**src/rtl/seq_det_ctrl.sv**
```systemverilog
// -----------------------------------------------------------------------------
// seq_det_ctrl
//   Session controller for an external Mealy "101" detector (overlapping).
//   A session is started from IDLE, clears the detector and the counters for
//   one cycle, then streams up to frame_len bits into the detector while
//   counting hits. A session ends when the frame is exhausted, when the hit
//   target is reached (if one is set), or on abort (no done pulse).
//
// Ports
//   clk          in   system clock, rising-edge active
//   reset        in   asynchronous active-high reset
//   start        in   session start request, only sampled in IDLE
//   abort        in   terminates an active session (CLEAR/SCAN)
//   frame_len    in   [7:0] number of bits to scan, latched on start
//   hit_target   in   [3:0] early-exit hit count, latched on start; 0 = none
//   x_in         in   serial stream, one bit per clock
//   det_hit      in   combinational hit from the attached detector
//   det_x        out  bit forwarded to the detector (0 outside SCAN)
//   det_clr      out  detector clear, high in IDLE and CLEAR
//   busy         out  high in CLEAR and SCAN
//   done         out  one-cycle completion pulse
//   found        out  target reached in the last completed session
//   hit_count    out  [3:0] hits in current/last session, saturating at 15
//   bit_count    out  [7:0] bits scanned in current/last session
// -----------------------------------------------------------------------------
module seq_det_ctrl (
  input  logic       clk,
  input  logic       reset,
  input  logic       start,
  input  logic       abort,
  input  logic [7:0] frame_len,
  input  logic [3:0] hit_target,
  input  logic       x_in,
  input  logic       det_hit,
  output logic       det_x,
  output logic       det_clr,
  output logic       busy,
  output logic       done,
  output logic       found,
  output logic [3:0] hit_count,
  output logic [7:0] bit_count
);

  typedef enum logic [1:0] {
    S_IDLE  = 2'd0,
    S_CLEAR = 2'd1,
    S_SCAN  = 2'd2,
    S_DONE  = 2'd3
  } state_t;

  state_t     r_state;
  state_t     w_state_next;
  logic [7:0] r_frame_len;
  logic [3:0] r_hit_target;
  logic [7:0] r_bit_count;
  logic [3:0] r_hit_count;
  logic       r_found;

  logic [7:0] w_bit_next;
  logic [3:0] w_hit_next;
  logic       w_last_bit;
  logic       w_target_hit;

  // Next-state and per-cycle scan arithmetic.
  // NOTE: every signal written here gets a default first, so no path can
  // leave a value unassigned and infer a latch.
  always_comb begin
    w_state_next = r_state;
    w_bit_next   = r_bit_count + 8'd1;
    w_hit_next   = r_hit_count;
    if (det_hit && (r_hit_count != 4'd15)) begin
      w_hit_next = r_hit_count + 4'd1;
    end
    w_last_bit   = (w_bit_next == r_frame_len);
    // The target can only be crossed on a hit cycle; once crossed the session
    // has already ended, so >= and == are equivalent here.
    w_target_hit = (r_hit_target != 4'd0) && (w_hit_next >= r_hit_target);

    case (r_state)
      S_IDLE: begin
        if (start) w_state_next = S_CLEAR;
      end
      S_CLEAR: begin
        if (abort)                    w_state_next = S_IDLE;
        else if (r_frame_len == 8'd0) w_state_next = S_DONE;
        else                          w_state_next = S_SCAN;
      end
      S_SCAN: begin
        // Abort has priority over both completion conditions.
        if (abort)                          w_state_next = S_IDLE;
        else if (w_last_bit || w_target_hit) w_state_next = S_DONE;
      end
      S_DONE:  w_state_next = S_IDLE;
      default: w_state_next = S_IDLE;
    endcase
  end

  // NOTE: sequential state uses non-blocking assignments only, so every
  // register samples the pre-edge values regardless of statement order.
  always_ff @(posedge clk or posedge reset) begin
    if (reset) begin
      r_state      <= S_IDLE;
      r_frame_len  <= 8'd0;
      r_hit_target <= 4'd0;
      r_bit_count  <= 8'd0;
      r_hit_count  <= 4'd0;
      r_found      <= 1'b0;
    end else begin
      r_state <= w_state_next;
      case (r_state)
        S_IDLE: begin
          if (start) begin
            r_frame_len  <= frame_len;
            r_hit_target <= hit_target;
          end
        end
        S_CLEAR: begin
          r_found <= 1'b0;
          // An abort here leaves the previous counter values untouched.
          if (!abort) begin
            r_bit_count <= 8'd0;
            r_hit_count <= 4'd0;
          end
        end
        S_SCAN: begin
          if (abort) begin
            r_found <= 1'b0;
          end else begin
            r_bit_count <= w_bit_next;
            r_hit_count <= w_hit_next;
            // found is resolved on entry to DONE so it is valid with the pulse.
            if (w_last_bit || w_target_hit) r_found <= w_target_hit;
          end
        end
        default: ;
      endcase
    end
  end

  assign det_x     = (r_state == S_SCAN) && x_in;
  assign det_clr   = (r_state == S_IDLE) || (r_state == S_CLEAR);
  assign busy      = (r_state == S_CLEAR) || (r_state == S_SCAN);
  assign done      = (r_state == S_DONE);
  assign found     = r_found;
  assign hit_count = r_hit_count;
  assign bit_count = r_bit_count;

endmodule

```
**config.mk**
```make
export PLATFORM = sky130hd
export DESIGN_NAME = seq_det_ctrl
export DESIGN_NICKNAME = d
export VERILOG_FILES = /design/src/rtl/seq_det_ctrl.sv
export SDC_FILE = /design/constraint.sdc
export NUM_CORES = 1
export LEC_CHECK = 0
export CORE_UTILIZATION = 40
export CTS_BUF_LIST = sky130_fd_sc_hd__clkbuf_4 sky130_fd_sc_hd__clkbuf_8
export CTS_CLUSTER_SIZE = 16
export DETAILED_ROUTE_END_ITERATION = 6
export HOLD_SLACK_MARGIN = 0.03
export PLACE_DENSITY = 0.66
export REMOVE_ABC_BUFFERS = 1
export SLEW_MARGIN = 20
export SYNTH_ARGS = -nofsm -noshare
export SYNTH_HDL_FRONTEND = slang
export SYNTH_SLANG_ARGS = --single-unit
```
**constraint.sdc**
```tcl
create_clock -name clk -period 4.8 [get_ports clk]
set_clock_uncertainty 0.2 [all_clocks]
set_input_delay 0.72 -clock clk [delete_from_list [all_inputs] [get_ports clk]]
set_output_delay 0.72 -clock clk [all_outputs]
set_load 0.03 [all_outputs]
```
==> run metrics, run 1 <==
status=finished, final reports clean; synthesized area=1590 µm²; CTS max path bufs=2; Post-CTS Setup Bufs=0; Top Family by Delay on Critical Path=compound AO/OA/AOI/OAI gates; FMAX=0.343 GHz; ant diodes=0; top-area cell type share of the netlist area=0.426; CP peak stage delay=0.51 ns; largest area contributor in the netlist=dfrtp_1; Max-cap violations=0; number of global-route vias before repair=1295; CTS Hold Bufs=0; hold_sp=bit_count[7]; RSZ-0062 raised after global routing=false; actual slew at the worst max-slew pin=0.632 ns; critical path launch point type=input port; dpl ws=1.57 ns; post-DP HPWL=2560 µm; top_reg_cell synth=dfrtp_1; die area=4220 µm²; CTS root buf=clkbuf_8; worst vdd ir=0.000243 V; Worst-path clk slew=0.09 ns; Placeable Area=3740 µm²; area delta synth->final=27.1%; Initial DRC Count=49; Mapped Avg Cell Area=10.1 µm²; initial antenna violation count=0; Die W=65.0 µm; placed cell area=1970 µm²; Top Metal Used=met4; CP required=4.76 ns; critical path capture point type=register; Detail Route Antenna Nets=0; Synth warnings=0; Fillers=360; Hold WC Path Type=register to register; Die Y=65.0 µm; via count=1271; Period minus WS final=2.91 ns; Num Clock Sinks=27; PD cells=465 nW/µm²; XOR/XNOR share of the synthesized area=0.0718; Final Slew Violations=0; first-pass GRT wire length=5870 µm; WP buf/inv=1; met2 WL=1760 µm; post-synthesis mux area share=0.0852; complex-gate fraction of the synthesized area=0.157; slowest CP cell=clkdlybuf4s50_1; WL met1=1490 µm; Post-synth EDFFs=0; top cells by area, synth=dfrtp_1 (43%), mux2_2 (8.5%), ha_1 (7.9%), xnor2_1 (5.5%), o21ai_0 (3.5%); Max-slew headroom=0.578; gr ovfl total=0; Synth Register Bits=27; First-pass DRT Iterations=4; IO Count=35; post-synthesis adder-cell area fraction=0.0789; Static Leak=0.858 nW; total wire length=3360 µm; CTS Buf Count=3; post-route design area=2020 µm²; worst setup margin=1.89 ns; post-synthesis cell count=157; worst-path fanout max=4; Worst Setup SP=det_hit; Tot GR Track Use=0.182; FFs w/ async S/R, synth=1.00; H-tree depth=1; fin crit share=0.607; hold_ws=0.339 ns; FF-to-FF Start=hit_count[0]; post-synthesis simple-gate area fraction=0.150; Final setup viols=0; crit path cell chain=clkdlybuf4s50_1, and2_1, xnor2_1, ha_1, nand2b_1, a21o_1, a211oi_1, or3_1, a32oi_1, o22a_1; Initial Utilization=0.424; via-per-instance ratio=5.34; pin count of the biggest net entering global routing=28; DRC violations left=0; share of cells above drive strength 1=0.126; CTS resizes=0; Final Hold Viols=0; Avg WL per Cell=14.1 µm; Setup TNS Final=0 ns; worst skew pair latency=0.27 ns; RePlAce Congestion=0.895; metal3 WL=97 µm; PortBufs=34; CP arrival=2.88 ns; Worst Setup Path Type=input port to register; main combinational cell family by area after synthesis=compound AO/OA/AOI/OAI gates; Yosys cell types=39; Nets=219; row cnt=22; commonest cells in the netlist=dfrtp_1 (27), nand2_1 (13), mux2_2 (12), nor2_1 (12), o21ai_0 (11); CTS tree=done; top-count cell post-synth=dfrtp_1; sequential area share after synthesis=0.426
## routing by layer
metal,global-route usage,up-vias
met5,0,-
met4,0.0472,0
met3,0.0423,2
met2,0.333,22
met1,0.210,621
li1,-,626
## power breakdown
part	total [mW]	internal (mW)	switching (mW)
Clock	0.134	0.0651	0.0686
Sequential	0.375	0.298	0.0776
Combinational	0.428	0.218	0.209
Total	0.937	0.581	0.355
## registers in the layout, summed over array words and instances, names as in the netlist
signal,cells
r_state,2
bit_count,8
r_frame_len,8
found,1
r_hit_target,4
hit_count,4
## metrics by stage
stage / util / cells / power [mW]
3_3_place_gp: 0.525 / 234 / 0.797
2_1_floorplan: - / 152 / 0.678
5_1_grt: 0.538 / 238 / 1.01
6_report: 0.538 / 238 / 0.937
4_1_cts: 0.538 / 238 / 0.950
3_5_place_dp: 0.525 / 234 / 0.813
## logic make-up (layout without fill, tap and decap cells)
logic type | Yosys count | in the layout
xor+xnor | 13 | 13
simple gates | 47 | 47
fa+ha+maj | 10 | 10
compound gates | 35 | 35
buf+inv | 13 | 46
flops | 27 | 27
mux | 12 | 12
## worst paths after layout
path,endpoint,slack [ns],depth (start not counted)
min in group asynchronous,r_frame_len[3],0.63,2
worst min-delay path,bit_count[7],0.34,1
worst max-delay path,r_state[0],1.89,10
worst min register to register,bit_count[7],0.34,1
worst max register to register,r_state[0],2.05,11
max in group asynchronous,r_frame_len[2],3.40,2
## final cells by class
| class | instances | area (µm²) | share of cell area |
|---|---|---|---|
| multi-input cells | 117 | 861 | 0.427 |
| clock buffers | 4 | 48.8 | 0.0242 |
| well taps | 48 | 60.1 | 0.0298 |
| repair buffers | 34 | 340 | 0.169 |
| flip-flops and latches | 27 | 676 | 0.335 |
| inverters | 8 | 30.0 | 0.0149 |
## layout by cell type (no fill, tap or decap), types with 2 or more instances in the layout
cell type	Yosys	final
clkdlybuf4s50_1	0	34
dfrtp_1	27	27
nand2_1	13	13
mux2_2	12	12
nor2_1	12	12
o21ai_0	11	11
xnor2_1	10	10
ha_1	10	10
inv_1	8	7
a22o_1	5	5
nand3_1	4	4
o31ai_1	3	3
a21oi_1	3	3
xor2_1	3	3
clkbuf_8	0	3
nand2b_1	2	2
or2_2	2	2
and2_1	2	2
a21o_1	2	2
or3_1	2	2
nor3_1	2	2
nand4_1	2	2
Note: power is estimated with default switching activity, not from simulation.
==> run 2: changes to the inputs <==
clock period = 3 ns   (was 4.8 ns; I/O delays follow)
==> run 2 against run 1 <==
Design area increased by 0.62%. Hold slack got worse by 0.011 ns. Largest cell class unchanged. Critical path depth increased by 1. Clock power increased by 54%. Worst setup slack got worse by 1.6 ns. Register-to-register slack got worse by 1.8 ns. Non-clock buffer count increased by 2. Die area unchanged. Combinational power increased by 61%.
==> run metrics, run 2 (same netlist as run 1, synthesis figures left out) <==
H-tree depth=1 (unchanged); worst vdd ir=0.000362 V (+49%); PD cells=738 nW/µm² (+59%); row cnt=22 (unchanged); Placed Cells=236 (+0.85%); DRC violations left=0 (unchanged); Initial DRC Count=87 (+78%); Tot GR Track Use=0.181 (-0.00146); Setup TNS Final=0 ns (unchanged); pin count of the biggest net entering global routing=28 (unchanged); CTS resizes=0 (unchanged); initial antenna violation count=0 (unchanged); share of cells above drive strength 1=0.130 (+0.00389); RSZ-0062 raised after global routing=false; die area=4220 µm² (unchanged); Die W=65.0 µm (unchanged); total wire length=3360 µm (about the same); footprint of the multi-input gates=861 µm² (unchanged); Initial Utilization=0.424 (unchanged); Max-cap violations=0 (unchanged); PortBufs=34 (unchanged); worst-path fanout max=6 (+2); Num Clock Sinks=27 (unchanged); actual slew at the worst max-slew pin=0.556 ns (-0.0761 ns); Final setup viols=0 (unchanged); fin crit share=0.917; Reg area=676 µm² (unchanged); Fillers=353 (-1.9%); CTS max path bufs=2 (unchanged); area delta synth->final=27.8%; via count=1303 (+2.5%); RePlAce Congestion=0.888 (-0.73%); CTS Buf Count=3 (unchanged); Max-slew headroom=0.629 (+0.0516); most frequent cells in the layout=clkdlybuf4s50_1 (34), dfrtp_1 (27), nand2_1 (13); critical path launch point type=register; critical path capture point type=register; Avg WL per Cell=14.0 µm (-0.86%); CP required=2.96 ns (-1.80 ns); via-per-instance ratio=5.43 (+1.7%); R2R setup slack=0.25 ns (-1.80 ns); FMAX=0.363 GHz; CTS Hold Bufs=0 (unchanged); Tot Pwr=1.50 mW (+60%); Placeable Area=3740 µm² (unchanged); CTS tree=done; Period minus WS final=2.75 ns; IO Count=35 (unchanged); Die Y=65.0 µm (unchanged); post-DP HPWL=2580 µm (+0.76%); Worst Setup Path Type=register to register; CP arrival=2.71 ns (-0.17 ns); Final Hold Viols=0 (unchanged); First-pass DRT Iterations=4 (unchanged); number of global-route vias before repair=1238 (-4.4%); Static Leak=0.868 nW (+1.2%); Hold WC Path Type=input port to async pin; commonest non-fill, non-tap cell in the layout=clkdlybuf4s50_1; worst skew pair latency=0.27 ns (about the same); Final Non-Filler Cells=240 (+0.84%); gr ovfl total=0 (unchanged); Detail Route Antenna Nets=0 (unchanged); status=finished, final reports clean; first-pass GRT wire length=5870 µm (unchanged); ant diodes=0 (unchanged); Final Slew Violations=0 (unchanged); Worst-path clk slew=0.10 ns (about the same); Post-CTS Setup Bufs=0 (unchanged); Nets=221 (+0.91%); CTS root buf=clkbuf_8
run 2: cell types whose count changed in the layout (fill, tap and decap cells not counted), sizes merged:
cell    delta
clkbuf     -1
clkinv     +1
buf        +2
run 2: metal layers:
| layer | part of all wire | global-route usage | wire (µm) |
|---|---|---|---|
| met5 | 0 | 0 | 0 |
| met4 | 0.0039 | 0.0306 | 13 |
| met3 | 0.043 | 0.0317 | 143 |
| met2 | 0.52 | 0.310 | 1750 |
| met1 | 0.43 | 0.239 | 1450 |
run 2: path summary, 6_finish.rpt:
| kind | startpoint | cells after the start | end |
|---|---|---|---|
| worst min register to register | found | 2 | found |
| worst max-delay path | hit_count[0] | 11 | r_state[0] |
| worst min-delay path | reset | 3 | found |
| max in group asynchronous | reset | 3 | hit_count[3] |
| min in group clk | found | 2 | found |
| worst max register to register | hit_count[0] | 11 | r_state[0] |
run 2: through the flow:
stage                     hold slack (ns)  utilization  cell area [µm²]  worst slack (ns)
after floorplan                     0.302            -             1570             0.225
after global placement              0.309        0.529             1980             0.138
after detailed placement            0.325        0.529             1980            0.0701
after CTS                           0.346        0.542             2030             0.242
after global routing                0.373        0.542             2030            0.0801
final                               0.329        0.542             2030             0.248
run 2: where the power goes:
part	switching (mW)	internal, mW	leakage, nW	total (mW)
logic	0.337	0.351	0.496	0.688
clock network	0.114	0.0930	0.0255	0.207
registers	0.125	0.476	0.347	0.602
run 2: layout make-up:
type / instances / share of cell area
inverters: 8 / 0.0148
multi-input cells: 117 / 0.424
clock buffers: 3 / 0.0204
clock inverters: 1 / 0.00247
repair buffers: 36 / 0.175
flip-flops and latches: 27 / 0.333
well taps: 48 / 0.0296
run 2: worst max-delay path, cell delays in order, from the launching register on:
cell and delay [ns]:
dfrtp_1 0.46, ha_1 0.23, nand3_1 0.10, and2_1 0.22
xnor2_1 0.14, ha_1 0.26, nand2b_1 0.14, a21o_1 0.18
a211oi_1 0.21, or3_1 0.18, a32oi_1 0.11, o22a_1 0.22
==> run 3: changes to the inputs <==
ABC_AREA = 1   (was default)
HOLD_SLACK_MARGIN = 0.08   (was 0.03)
PLACE_DENSITY = 0.65   (was 0.66)
==> run 3 against run 2 <==
Combinational power is 4.7% lower. First-iteration DRC count decreased by 47%. Flip-flop and latch count stayed put. Highest routed layer unchanged.
==> run metrics, run 3 <==
worst-path fanout max=5 (-1); Internal=836 µW (-9.2%); CTS root buf=clkbuf_8; Tot GR Track Use=0.200 (+0.0193); Worst Setup SP=hit_count[0]; Final Slew Violations=0 (unchanged); sequential area share after synthesis=0.408 (-0.0180); FMAX=0.387 GHz (+6.5%); Critical R2R Capture=r_state[1]; post-DP HPWL=2720 µm (+5.5%); Static Leak=1.04 nW (+19%); PortBufs=34 (unchanged); IO Count=35 (unchanged); Initial DRC Count=46 (-47%); gr ovfl total=0 (unchanged); via-per-instance ratio=4.99 (-8.1%); most frequent cells in the layout=nand2_1 (54), clkdlybuf4s50_1 (34), inv_1 (31); via count=1527 (+17%); fin crit share=0.861 (-0.0558); Clock Power Share=0.146 (+0.007); Setup crit end=r_state[1]; Mapped Avg Cell Area=7.53 µm² (-25%); top cells by area, synth=dfrtp_1 (41%), nand2_1 (12%), nand3_1 (8.8%), ha_1 (7.6%), inv_1 (7.0%); CTS max path bufs=2 (unchanged); Die W=66.4 µm (+2.1%); CTS resizes=0 (unchanged); top-count cell post-synth=nand2_1; area delta synth->final=27.1%; ant diodes=0 (unchanged); Synth Register Bits=27 (unchanged); RSZ-0062 raised after global routing=false; NetSw=592 µW (+2.7%); placed cell area=2060 µm² (+3.9%); CTS Buf Count=3 (unchanged); Worst Setup Path Type=register to register; CP required=2.98 ns (+0.02 ns); Reg area=676 µm² (unchanged); row cnt=23 (+4.5%); PD cells=678 nW/µm² (-8.1%); Logic pwr share=0.459 (about the same); critical path launch point type=register; commonest cells in the netlist=nand2_1 (54), inv_1 (31), nand3_1 (29), dfrtp_1 (27), nor2_1 (19); post-route design area=2110 µm² (+3.8%); Hold WC Path Type=register to register; die area=4400 µm² (+4.3%); number of global-route vias before repair=1498 (+21%); CTS Hold Bufs=0 (unchanged); Fillers=405 (+15%); footprint of the multi-input gates=842 µm² (-2.2%); worst skew pair latency=0.28 ns (about the same); Period minus WS final=2.58 ns (-0.167 ns); sw frac=0.415 (+0.0294); Nets=285 (+29%); Worst-path clk slew=0.10 ns (about the same); DRC violations left=0 (unchanged); Final Hold Viols=0 (unchanged); RePlAce Congestion=0.865 (-2.6%); Post-CTS Setup Bufs=0 (unchanged); Final setup viols=0 (unchanged); status=finished, final reports clean; Flop pwr share=0.395 (-0.007); largest area contributor in the netlist=dfrtp_1; Initial Utilization=0.414 (-0.00966); R2R setup slack=0.42 ns (+0.17 ns); top_reg_cell synth=dfrtp_1; Num Clock Sinks=27 (unchanged); cells on worst reg2reg path=16 (+5); CP arrival=2.56 ns (-0.15 ns); Yosys cell types=24 (-38%); actual slew at the worst max-slew pin=0.723 ns (+0.167 ns); Avg WL per Cell=12.0 µm (-15%); Max-slew headroom=0.517 (-0.112); First-pass DRT Iterations=4 (unchanged); FF-to-FF Start=hit_count[0]; synthesized area=1660 µm² (+4.4%); worst vdd ir=0.000435 V (+20%); total wire length=3660 µm (+8.8%); H-tree depth=1 (unchanged); Synth warnings=0 (unchanged); Placeable Area=4000 µm² (+6.9%); top-area cell type share of the netlist area=0.408 (-0.0180); pin count of the biggest net entering global routing=28 (unchanged); Post-synth EDFFs=0 (unchanged); initial antenna violation count=0 (unchanged); critical path capture point type=register; first-pass GRT wire length=6650 µm (+13%); CTS tree=done; Die Y=66.4 µm (+2.1%); commonest non-fill, non-tap cell in the layout=nand2_1; FFs w/ async S/R, synth=1.00 (unchanged); share of cells above drive strength 1=0.0742 (-0.0560); post-synthesis cell count=220 (+40%); Max-cap violations=0 (unchanged); Detail Route Antenna Nets=0 (unchanged); Setup TNS Final=0 ns (unchanged)
-- run 3: cell types whose count changed after synthesis, sizes merged, moves of 5 or more --
cell / before / now
nand2: 13 / 57
nand3: 4 / 30
inv: 8 / 31
nor2: 12 / 21
xnor2: 10 / 1
mux2: 12 / 4
a21oi: 3 / 10
a22o: 5 / 0
-- run 3: layout make-up --
type	count	area share
clock buffers	3	0.0196
flip-flops and latches	27	0.321
inverters	31	0.0553
multi-input cells	157	0.400
well taps	50	0.0297
clock inverters	1	0.00238
repair buffers	37	0.172
-- run 3: worst min-delay path by stage --
stage / startpoint / end / cells past startpoint
final: found / found / 2
after global routing: reset / r_hit_target[1] / 3
after CTS: found / found / 2
after detailed placement: found / found / 2
after global placement: found / found / 2
after floorplan: r_state[1] / r_state[1] / 2
-- run 3: power groups by stage --
stage	sequential, mW	combinational (mW)	clock, mW
2_1_floorplan	0.579	0.433	0
3_3_place_gp	0.570	0.652	0
3_5_place_dp	0.573	0.659	0
4_1_cts	0.566	0.665	0.218
5_1_grt	0.582	0.750	0.233
6_report	0.564	0.656	0.208
-- run 3: critical path, stage by stage, from the launching register on --
cell	delay (ns)
dfrtp_1	0.44
ha_1	0.25
nand3_1	0.08
nand2_1	0.11
inv_1	0.09
nand4_1	0.09
xor2_1	0.18
inv_1	0.06
ha_1	0.31
a21oi_1	0.15
nand3_1	0.08
nand2_1	0.06
inv_1	0.04
nor2_1	0.11
nand2_2	0.09
nand3_1	0.07
nand2_1	0.06
-- run 3: stage by stage --
step	total power [mW]	worst slack [ns]	utilization	hold WS [ns]	cells
CTS	1.45	0.405	0.526	0.312	306
global placement	1.22	0.301	0.515	0.283	302
detailed placement	1.23	0.210	0.515	0.283	302
finish	1.43	0.416	0.526	0.305	306
global route	1.56	0.127	0.526	0.362	306
floorplan	1.01	0.431	-	0.289	215
-- run 3: cell families after synthesis --
| group | synth area share |
|---|---|
| xor gates and xnor gates | 0.0212 |
| adders and majority gates | 0.0755 |
| buffers and inverters | 0.0838 |
| and+or+nand+nor | 0.310 |
| AOI/OAI and AO/OA | 0.0740 |
| muxes | 0.0272 |
| DFF | 0.408 |
-- run 3: per-layer routing --
| layer | share of wire | wire (µm) | track usage | vias to the layer above |
|---|---|---|---|---|
| met5 | 0 | 0 | 0 | - |
| met4 | 0.019 | 68 | 0.0851 | 0 |
| met3 | 0.028 | 103 | 0.0293 | 6 |
| met2 | 0.47 | 1720 | 0.333 | 28 |
| met1 | 0.48 | 1770 | 0.256 | 712 |
| li1 | - | - | - | 781 |
